[src/rtl/vdp_cpu_port.sv]
// vdp_cpu_port: CPU-side access controller for the VDP.
// Decodes Z80 control/data port strobes into VRAM writes, read-ahead
// prefetches, VDP register writes and CRAM writes. Drives the CPU port of
// the dual-port VRAM (synchronous read, one cycle latency).
module vdp_cpu_port (
  input  logic        clk,
  input  logic        reset,
  input  logic        ctrl_wr,
  input  logic        ctrl_rd,
  input  logic        data_wr,
  input  logic        data_rd,
  input  logic [7:0]  cpu_wrdata,
  output logic [7:0]  cpu_rddata,
  output logic        busy,
  input  logic [7:0]  status_in,
  output logic        status_rd,
  output logic [13:0] vram_addr,
  output logic [7:0]  vram_wrdata,
  output logic        vram_wren,
  input  logic [7:0]  vram_rddata,
  output logic        reg_wr,
  output logic [3:0]  reg_idx,
  output logic [7:0]  reg_data,
  output logic        cram_wr,
  output logic [4:0]  cram_addr,
  output logic [7:0]  cram_wrdata
);

  typedef enum logic [1:0] {
    IDLE     = 2'd0,
    PF_ADDR  = 2'd1,
    PF_LATCH = 2'd2
  } pf_state_t;

  // Code values carried in the top two bits of the second control byte.
  localparam logic [1:0] CODE_VRAM_RD = 2'd0;
  localparam logic [1:0] CODE_REG_WR  = 2'd2;
  localparam logic [1:0] CODE_CRAM_WR = 2'd3;

  pf_state_t   state_r;
  logic [13:0] addr_r;
  logic [1:0]  code_r;
  logic        first_r;
  logic [7:0]  latch_r;
  logic [7:0]  buffer_r;
  logic        busy_r;
  // A data write increments addr one cycle late so the write pulse still
  // sees the original address on vram_addr.
  logic        inc_pend_r;

  logic        take_cw_s;
  logic        take_dw_s;
  logic        take_dr_s;
  logic        take_cr_s;
  logic        second_byte_s;
  logic        start_pf_s;
  logic        reg_hit_s;
  logic [13:0] addr_base_s;

  // Strobe arbitration: one strobe per cycle in fixed priority, none while busy.
  always_comb begin
    take_cw_s = 1'b0;
    take_dw_s = 1'b0;
    take_dr_s = 1'b0;
    take_cr_s = 1'b0;
    if (!busy_r) begin
      take_cw_s = ctrl_wr;
      take_dw_s = data_wr & ~ctrl_wr;
      take_dr_s = data_rd & ~ctrl_wr & ~data_wr;
      take_cr_s = ctrl_rd & ~ctrl_wr & ~data_wr & ~data_rd;
    end else begin
      take_cw_s = 1'b0;
      take_dw_s = 1'b0;
      take_dr_s = 1'b0;
      take_cr_s = 1'b0;
    end
  end

  // Effective address this cycle (pending post-write increment applied) and
  // derived command decodes.
  always_comb begin
    addr_base_s = addr_r;
    if (inc_pend_r) begin
      addr_base_s = addr_r + 14'd1;
    end else begin
      addr_base_s = addr_r;
    end
    second_byte_s = take_cw_s & first_r;
    start_pf_s    = take_dr_s | (second_byte_s & (cpu_wrdata[7:6] == CODE_VRAM_RD));
    reg_hit_s     = second_byte_s & (cpu_wrdata[7:6] == CODE_REG_WR);
  end

  // Address/code/latch state, read-ahead buffer and prefetch FSM.
  always_ff @(posedge clk or posedge reset) begin
    if (reset) begin
      state_r    <= IDLE;
      addr_r     <= 14'd0;
      code_r     <= 2'd0;
      first_r    <= 1'b0;
      latch_r    <= 8'd0;
      buffer_r   <= 8'd0;
      busy_r     <= 1'b0;
      inc_pend_r <= 1'b0;
    end else begin
      addr_r     <= addr_base_s;
      inc_pend_r <= 1'b0;

      case (state_r)
        IDLE: begin
          if (start_pf_s) begin
            state_r <= PF_ADDR;
            busy_r  <= 1'b1;
          end else begin
            state_r <= IDLE;
            busy_r  <= 1'b0;
          end
        end
        PF_ADDR: begin
          state_r <= PF_LATCH;
          busy_r  <= 1'b1;
        end
        PF_LATCH: begin
          buffer_r <= vram_rddata;
          addr_r   <= addr_base_s + 14'd1;
          state_r  <= IDLE;
          busy_r   <= 1'b0;
        end
        default: begin
          state_r <= IDLE;
          busy_r  <= 1'b0;
        end
      endcase

      if (take_cw_s) begin
        if (!first_r) begin
          latch_r <= cpu_wrdata;
          addr_r  <= {addr_base_s[13:8], cpu_wrdata};
          first_r <= 1'b1;
        end else begin
          addr_r  <= {cpu_wrdata[5:0], addr_base_s[7:0]};
          code_r  <= cpu_wrdata[7:6];
          first_r <= 1'b0;
        end
      end else if (take_dw_s) begin
        buffer_r   <= cpu_wrdata;
        inc_pend_r <= 1'b1;
        first_r    <= 1'b0;
      end else if (take_dr_s || take_cr_s) begin
        first_r <= 1'b0;
      end else begin
        first_r <= first_r;
      end
    end
  end

  // Registered write/status pulses, their captured data, and read results.
  always_ff @(posedge clk or posedge reset) begin
    if (reset) begin
      vram_wren   <= 1'b0;
      vram_wrdata <= 8'd0;
      cram_wr     <= 1'b0;
      cram_addr   <= 5'd0;
      cram_wrdata <= 8'd0;
      reg_wr      <= 1'b0;
      reg_idx     <= 4'd0;
      reg_data    <= 8'd0;
      status_rd   <= 1'b0;
      cpu_rddata  <= 8'd0;
    end else begin
      vram_wren <= take_dw_s & (code_r != CODE_CRAM_WR);
      cram_wr   <= take_dw_s & (code_r == CODE_CRAM_WR);
      reg_wr    <= reg_hit_s;
      status_rd <= take_cr_s;

      if (take_dw_s) begin
        if (code_r == CODE_CRAM_WR) begin
          cram_addr   <= addr_base_s[4:0];
          cram_wrdata <= cpu_wrdata;
        end else begin
          vram_wrdata <= cpu_wrdata;
        end
      end

      if (reg_hit_s) begin
        reg_idx  <= cpu_wrdata[3:0];
        reg_data <= latch_r;
      end

      if (take_dr_s) begin
        cpu_rddata <= buffer_r;
      end else if (take_cr_s) begin
        cpu_rddata <= status_in;
      end
    end
  end

  assign vram_addr = addr_r;
  assign busy      = busy_r;

endmodule
[config.mk]
export PLATFORM = sky130hd
export DESIGN_NAME = vdp_cpu_port
export DESIGN_NICKNAME = d
export VERILOG_FILES = /design/src/rtl/vdp_cpu_port.sv
export SDC_FILE = /design/constraint.sdc
export NUM_CORES = 1
export LEC_CHECK = 0
export CORE_ASPECT_RATIO = 0.75
export CORE_MARGIN = 2
export CORE_UTILIZATION = 36
export CTS_CLUSTER_SIZE = 20
export DETAILED_ROUTE_END_ITERATION = 7
export PLACE_DENSITY = 0.58
export SETUP_SLACK_MARGIN = 0.02
export SLEW_MARGIN = 5
export SYNTH_ARGS = -nofsm -noshare
export SYNTH_HDL_FRONTEND = slang
export SYNTH_SLANG_ARGS = --single-unit
export TNS_END_PERCENT = 20
[constraint.sdc]
create_clock -name clk -period 3.5 [get_ports clk]
set_clock_uncertainty 0.15 [all_clocks]
set_input_delay 0.525 -clock clk [delete_from_list [all_inputs] [get_ports clk]]
set_output_delay 0.525 -clock clk [all_outputs]
set_load 0.05 [all_outputs]
== Word level (Yosys, flattened, before mapping) ==
Cells that the tools add are included.
Cells by class
  multipliers: 0
  multiplexer cells: 23
  divide/modulo/power cells: 0
  add/subtract/negate cells: 2
  reduce and logical (&&, ||, !) cells: 9
  bitwise logic cells: 17
  shifts and indexed selects: 0
  $lt $le $gt $ge: 0
  equality and inequality tests: 5
Operators with widths (count)
  $mux W14: 4
  $mux W8: 5
  $add A14 B1 Y14 const B: 2
  $mux W1: 12
  $and A1 B1 Y1: 11
  $reduce_and A2 Y1: 4
  $eq A2 B2 Y1 const B: 3
  $not A1 Y1: 5
  $logic_not A2 Y1: 2
  $pmux W2 S2: 1
  $reduce_bool A3 Y1: 1
  $eq A2 B1 Y1 const B: 1
  $ne A2 B2 Y1 const B: 1
  $pmux W1 S2: 1
  $reduce_bool A2 Y1: 1
  $logic_or A1 B1 Y1: 1
  $or A1 B1 Y1: 1
Word-level totals
  memories kept: 0
  logic and storage cells: 74
  memory bits (writable): 0
  register bits after elaboration: 82
  output and inout bits: 60
  latch bits: 0
  ROM bits: 0
  input port bits: 30

== Longest topological paths before layout ==
Gate-level depths: netlist of the first run.
  depth in word-level cells: 9
  gate-level depth with buffers: 9
  gate-level depth less buffers: 9

== Least setup slack after synthesis of the first run ==
OpenSTA, ideal clock, no wires.
  kind: register to register
  start point: register addr_r[1] (netlist: vram_addr[1])
  end point: register addr_r[12] (netlist: vram_addr[12])
  setup slack: 0.769 ns
  arrival time: 2.485 ns
  clock period less this slack: 2.731 ns
  stages on the path, launching flop included: 9
  path through: dfrtp_1 > ha_1 > buf_2 > nand4_1 > xor2_1 > nor4_1 > nand3_1 > o21a_1 > o31ai_1
Between the ends
  cells in the longest elaborated chain, start to end: 5
  elaborated cells between the ends (all ways): 6
  classes of those cells: add/sub: 2; mux: 4
Ends and longest elaborated chain
  from (decl): RTL line 41  | logic [13:0] addr_r;
  from (signal assigned): RTL line 105  | addr_r <= addr_base_s;
  from (signal assigned): RTL line 124  | addr_r <= addr_base_s + 14'd1;
  from (signal assigned): RTL line 137  | addr_r <= {addr_base_s[13:8], cpu_wrdata};
  $add A14 B1 Y14: RTL line 84  | addr_base_s = addr_r + 14'd1;
  $mux W14 *: RTL line 83  | if (inc_pend_r) begin
  $add A14 B1 Y14: RTL line 124
  $mux W14: RTL line 108  | case (state_r)
  $mux W14 *: RTL line 134  | if (take_cw_s) begin
Mark *: on every way between the ends. The rest lies on a longest branch, timed or not.
A chain may end at the register's enable or synchronous reset.

== Worst setup path in the final report of the first run ==
  start point: register addr_r[0] (netlist: vram_addr[0])
  end point: register addr_r[12] (netlist: vram_addr[12])
Same word-level chain as after synthesis.

==> results of run 1 <==
==> registers in the layout (all words and copies together) (netlist names), 2 cells and up <==
name	cells
latch_r	8
code_r	2
state_r	2
buffer_r	8
cpu_rddata	8
cram_addr	5
reg_idx	4
vram_wrdata	8
reg_data	8
vram_addr	14
cram_wrdata	8
==> cell families after synthesis <==
| group | Yosys count | share of synthesized area, % |
|---|---|---|
| mux | 41 | 11.3 |
| compound gates | 75 | 11.9 |
| flops | 82 | 51.9 |
| fa+ha+maj | 2 | 0.633 |
| xor+xnor | 25 | 5.54 |
| buf+inv | 25 | 2.72 |
| simple gates | 123 | 15.9 |
==> final timing paths <==
check	startpoint	endpoint	slack, ns	depth (start not counted)
worst max-delay path	vram_addr[0]	vram_addr[12]	0.66	7
worst min-delay path	reset	cram_wr	0.32	2
worst max register to register	vram_addr[0]	vram_addr[12]	0.66	7
worst min register to register	vram_wrdata[2]	vram_wrdata[2]	0.34	2
max in group asynchronous	reset	vram_addr[6]	2.23	3
min in group clk	vram_wrdata[2]	vram_wrdata[2]	0.34	2
==> per-stage QoR <==
step	utilization (%)	std cells	instance area (um^2)	total power, W	setup WS (ns)
after detailed placement	46.3	591	5010	0.00424	0.696
final	49.2	607	5320	0.00521	0.661
after CTS	49.2	607	5320	0.00526	0.668
after global placement	46.3	591	5010	0.00422	0.809
after global routing	49.2	607	5320	0.00549	0.295
after floorplan	-	373	3950	0.00336	0.717
==> power by group <==
part | internal, W | leakage, nW | switching [W]
Sequential | 0.00132 | 1.00 | 0.000321
Combinational | 0.000914 | 1.02 | 0.00168
Clock | 0.000598 | 0.154 | 0.000380
==> per-layer routing <==
metal	track usage (%)	up-vias	part of all wire, %
met3	5.89	10	6.2
met2	26.8	77	43
met4	5.09	0	1.0
li1	-	1510	-
met1	26.6	1538	50
met5	0	-	0
==> placed cells by master, fill, tap and decap left out, drive strengths merged, types with 13 or more instances in the layout <==
cell and count:
a21oi 14, o22ai 15, o21ai 22, nor2 14
dfrtp 82, clkdlybuf4s50 89, xnor2 13, nand2 61
mux2 30
==> cell type report <==
cell class / instances / area (um^2) / area share [%]
clock buffer: 12 / 256 / 4.82
clock inverter: 4 / 56.3 / 1.06
multi-input combinational: 266 / 1800 / 33.8
sequential: 82 / 2050 / 38.6
tap: 140 / 175 / 3.29
inverter: 7 / 27.5 / 0.518
timing repair buffer: 96 / 956 / 18.0
==> metrics list, run 1 <==
- The pre-antenna-repair detailed-routing pass consisted of 4 iterations.
- Power spread over the standard cell area amounts to 979 nW/um^2.
* Number of rows in the core area: 33
- Most repeated cell in the gate-level netlist after synthesis: dfrtp_1
* Crit path time final: 2.84 ns
- Counting every instance in the synthesized netlist gives 373.
- Count of flip-flops with a built-in enable after synthesis: 0
- Via count: 3135
- Number of buffers and inverters on the critical path: 0
- Mapped Avg Cell Area: 10.6 um^2
- Count of cells resized by post-cts repair: 0
* Worst hold-check path type: input pin to asynchronous set/reset pin
- Total negative slack: 0 ns
- Peak clock frequency supported by timing: around 350 MHz
* Outcome: complete, no violations
- The tool flagged a number of max-cap violations equal to 0.
- In this run the cell area of the synthesized design comes to between 3000 and 4000 um^2.
- Delay of the slowest cell on the worst path: slightly above 0.7 ns
- Total of warnings raised by yosys: 0
- Placed wire-length estimate after detailed placement: 7290 um
- Post-synth net total: between 400 and 500
- Once the clock tree was built, the setup fixing pass inserted 0 buffers.
* H-tree depth: 3
- Buffer type at the clock tree root: clkbuf_16
- CP endpoint kind: flip-flop
* Remaining design rule violation count: 0
- The first global-routing pass estimated approximately 17000 um of wire.
- The floorplan step set the die height to between 90 and 100 um.
- Once detail routing completed, the nets flagged for antenna violations numbered 0.
* Largest area contributor in the synthesized netlist: dfrtp_1
- Clock-pin slew was measured on the worst setup and hold paths at approximately 0.06 ns.
- Global routing finished with a remaining overflow of 0.
- Top cell types by occurrence after synthesis: dfrtp_1 (82), nand2_1 (61), mux2_2 (30), o21ai_0 (19), o22ai_1 (15)
- Post-synthesis cell type count: 46
- Total of buffers placed on input and output ports: 89
- The first routing iteration left roughly 160 violations.
- Entering global routing, the biggest net connects between 60 and 70 pins.
* Area of the die: 11800 um^2
- Setup violations remaining at the end of the flow were counted as 0.
- The worst-case IR drop observed on VDD is roughly 620 uV.
- Headroom to the max-slew limit came out at between 50% and 60%.
- TritonCTS clock tree: yes
* Std-Cell Core Area: 10800 um^2
* Via density: about 5.2
* Final RePlAce weighted congestion: 0.794
- For this run, the register share of the synthesized area comes to about half.
* Fraction of synthesized cell area taken by the top area cell type: about half
- Max-slew violation count: 0
- Fraction of synthesis flops using an asynchronous set or reset pin: between 90% and 100%
* Required time reported for the critical path endpoint: around 3.6 ns
- Final hold analysis gives a worst-case slack of ~0.32 ns.
- Slowest library cell on the worst path: nor4_1
- The post-route netlist has 13.3% of its cells at a drive strength greater than 1.
* Dominant cells by area after synthesis: dfrtp_1 (52%), mux2_2 (8.6%), nand2_1 (5.8%)
- Overall fraction of global-route tracks in use: 18.4%
- CTS Buf Count: 9
- Growth of design area from synthesis to finish: 34.7%
- By startpoint and endpoint, the worst setup path is classified as flip-flop to flip-flop.
- STA classifies the critical path startpoint as a flip-flop.
- Static leakage: approximately 2.2 nW
* Yosys reg bits: between 80 and 90
* Transition at the pin with the smallest max-transition slack: 0.729 ns
- From left edge to right edge, the die measures about 120 um.
- Wirelength, routed: around 10000 um
* Clock buffer depth: 2
* Count of pins on the block boundary: 90
- Clock latency on the worst-skew pair: approximately 0.33 ns
- Post-synth top flop: dfrtp_1
- Along the worst path, the maximum fanout reaches 9.
- 0 antenna diodes ended up in the layout.
- Via count of the first global-routing pass: roughly 3200
* Post-layout net count: just under 500
- Starting Density: between 30% and 40%
* Count of final hold-check violations: 0
- The signal on the critical path passes through ha_1, nand2_1, xor2_1, nor4_1, nand3_1, o21a_1, o31ai_1.
- Initial antenna violation count: 0
- Critical path's top delay family: simple AND/OR/NAND/NOR gates
* RSZ-0062 raised after global routing: no
* Num Clock Sinks: 82
* Number of hold-repair buffers added at the cts stage: 0
* Arrival time reported for the critical path endpoint: about 2.9 ns
- FILL cells: about 1000
- Of the available clock period, the critical path in the final layout requires about four fifths.
- After detailed routing, the average wire length per cell comes to roughly 17 um.
Power figures use the tool's default switching activity.
==> inputs of run 2 (changes only) <==
Clock period 3.5 ns to 2.9 ns, I/O delays scaled along.
==> metrics list, run 2 (same netlist as run 1, synthesis figures left out) <==
* Share of the cycle needed by the critical path after routing: 91.1%
- The clock passes through at most 2 buffers.
- Number of hold-repair buffers added at the cts stage: 0
- Via count of the first global-routing pass: around 3300
* Net Switching: around 0.0029 W
* Via density: 5.26
- The detail route stage leaves a number of antenna-violating nets equal to 0.
- Of the cells placed in the final design, the portion with a size suffix greater than 1 is 14.2%.
* Area of the die: between 10000 and 15000 um^2
- Chip width: 125 um
- The number of setup buffers added after CTS is 0.
- Number of detailed-route iterations in the first pass: 4
- The HPWL after detailed placement is ~7400 um.
- In this run the power density over the cells is 1180 nW/um^2.
- Antenna Diode Count: 0
* Remaining max-slew budget at the tightest pin: a little over half
- Remaining design rule violation count: 0
* Number of DRC markers after the initial detailed-route iteration: around 230
- Clock transition at the registers of the reported paths: 0.06 ns
* Starting Density: roughly 37%
- Count of pins on the block boundary: 90
* Max-slew violation count: 0
- Total negative slack: 0 ns
- Arrival time reported for the critical path endpoint: 2.74 ns
- Number of rows in the core area: 33
* Wirelength, routed: around 10000 um
- Post-layout net count: roughly 500
- Outcome: complete, no violations
* Pin count of the biggest net entering global routing: 55
* Pint: about 0.0034 W
- WL/cell: 17.1 um
- Count of cells resized by post-cts repair: 0
* Slowest library cell on the worst path: dfrtp_1
- Crit path time final: 2.64 ns
- The signal on the critical path passes through ha_1, mux2i_1, or3_1, nor4_4, nand3_4, o31a_1, o31ai_1.
- The register with the most flip-flops in the layout has 14 of them.
- By startpoint and endpoint, the worst setup path is classified as flip-flop to flip-flop.
- Biggest fanout along the worst timing path: 9
- Register share of total power: roughly a third
* Num Clock Sinks: 82
* Number of failing setup endpoints in the final timing report: 0
* RSZ-0062 raised after global routing: no
- H-tree depth: 3
- Std-Cell Core Area: 10800 um^2
- Worst hold-check path type: input pin to asynchronous set/reset pin
* Worst vdd ir: ~720 uV
- Timing would allow up to 378 MHz.
* First-pass GRT wire length: 17400 um
- In this run the clock root is driven by a clkbuf_16.
* CP endpoint kind: flip-flop
- CP startpoint kind: flip-flop
- Combinational fraction of design power: around half
* Most common cell after layout, fill and taps aside: clkdlybuf4s50_1
* Fraction of power spent switching nets: between 40% and 50%
* Total of buffers placed on input and output ports: slightly below 90
- Transition at the pin with the smallest max-transition slack: between 0.6 and 0.7 ns
- Delay of the slowest cell on the worst path: between 0.4 and 0.5 ns
- CTS Buf Count: 9
- Initial antenna violation count: 0
- The die is between 90 and 100 um tall.
- The area growth from synthesis to layout is 35.6%.
- TritonCTS built the clock tree.
- Commonest non-fill, non-tap cells in the layout: clkdlybuf4s50_1 (89), dfrtp_1 (82), nand2_1 (61)
* Overall fraction of global-route tracks in use: roughly a fifth
- GRT overflow: 0
* Via count: between 3000 and 4000
- Number of maximum-capacitance constraint violations: 0
- The count of final hold-check violations came to 0.
- In this run the static leakage power is 2.20 nW.
- Clock share of power: around a fifth
* FILL cells: about 1000
- Required time reported for the critical path endpoint: around 3 ns
- Hold is met by about 0.29 ns.
- The clock reaches the later pin of the worst-skew pair after 0.34 ns.
- The congestion estimate from routability-driven global placement came to around 0.86.
run 2: critical path: cells and delay by family, from the launching register on:
family,cells,cell delay [ns]
AO/OA/AOI/OAI,2,0.48
adder cells (fa/ha/maj),1,0.33
flip-flops,1,0.48
multiplexers,1,0.15
AND/OR/NAND/NOR,3,0.95
run 2: final cells by class:
class	instances	area [um^2]	share of cell area, %
Clock buffer	12	256	4.79
Clock inverter	4	56.3	1.05
Inverter	7	27.5	0.514
Multi-Input combinational cell	266	1800	33.5
Sequential cell	82	2050	38.3
Tap cell	140	175	3.27
Timing Repair Buffer	101	993	18.5
run 2: metal layers:
| metal | wire length (um) | vias up | global-route usage, % | share of wire (%) |
|---|---|---|---|---|
| met4 | 130 | 0 | 6.02 | 1.2 |
| li1 | - | 1520 | - | - |
| met1 | 5050 | 1581 | 26.3 | 48 |
| met2 | 4390 | 106 | 27.2 | 42 |
| met5 | 0 | - | 0 | 0 |
| met3 | 885 | 13 | 6.86 | 8.5 |
run 2: per-stage QoR:
stage	instances	instance area [um^2]	power (W)	util (%)	setup WS, ns
2_1_floorplan	373	3950	0.00406	-	0.169
3_3_place_gp	596	5040	0.00510	46.6	0.404
3_5_place_dp	596	5040	0.00513	46.6	0.267
4_1_cts	612	5360	0.00636	49.5	0.253
5_1_grt	612	5360	0.00665	49.5	0.0729
6_report	612	5360	0.00631	49.5	0.257
run 2: power by group through the flow:
| stage | combinational [W] | clock, W | sequential, W |
|---|---|---|---|
| floorplan | 0.000915 | 0 | 0.00314 |
| global placement | 0.00313 | 0 | 0.00197 |
| detailed placement | 0.00314 | 0 | 0.00199 |
| CTS | 0.00316 | 0.00122 | 0.00198 |
| global route | 0.00333 | 0.00127 | 0.00205 |
| finish | 0.00314 | 0.00120 | 0.00198 |
run 2: final timing paths:
kind / start / to / slack (ns) / cells after the start
worst min register to register: vram_wrdata[1] / vram_wrdata[1] / 0.34 / 2
worst min-delay path: reset / cram_wr / 0.29 / 2
min in group clk: vram_wrdata[1] / vram_wrdata[1] / 0.34 / 2
max in group asynchronous: reset / latch_r[3] / 1.64 / 3
worst max register to register: vram_addr[0] / vram_addr[13] / 0.26 / 7
worst max-delay path: vram_addr[0] / vram_addr[13] / 0.26 / 7
==> inputs of run 3 (changes only) <==
Settings changed: CAP_MARGIN set to 30.
==> results of run 3 <==
No change in the layout: final DEF, timing and power equal those of run 2.
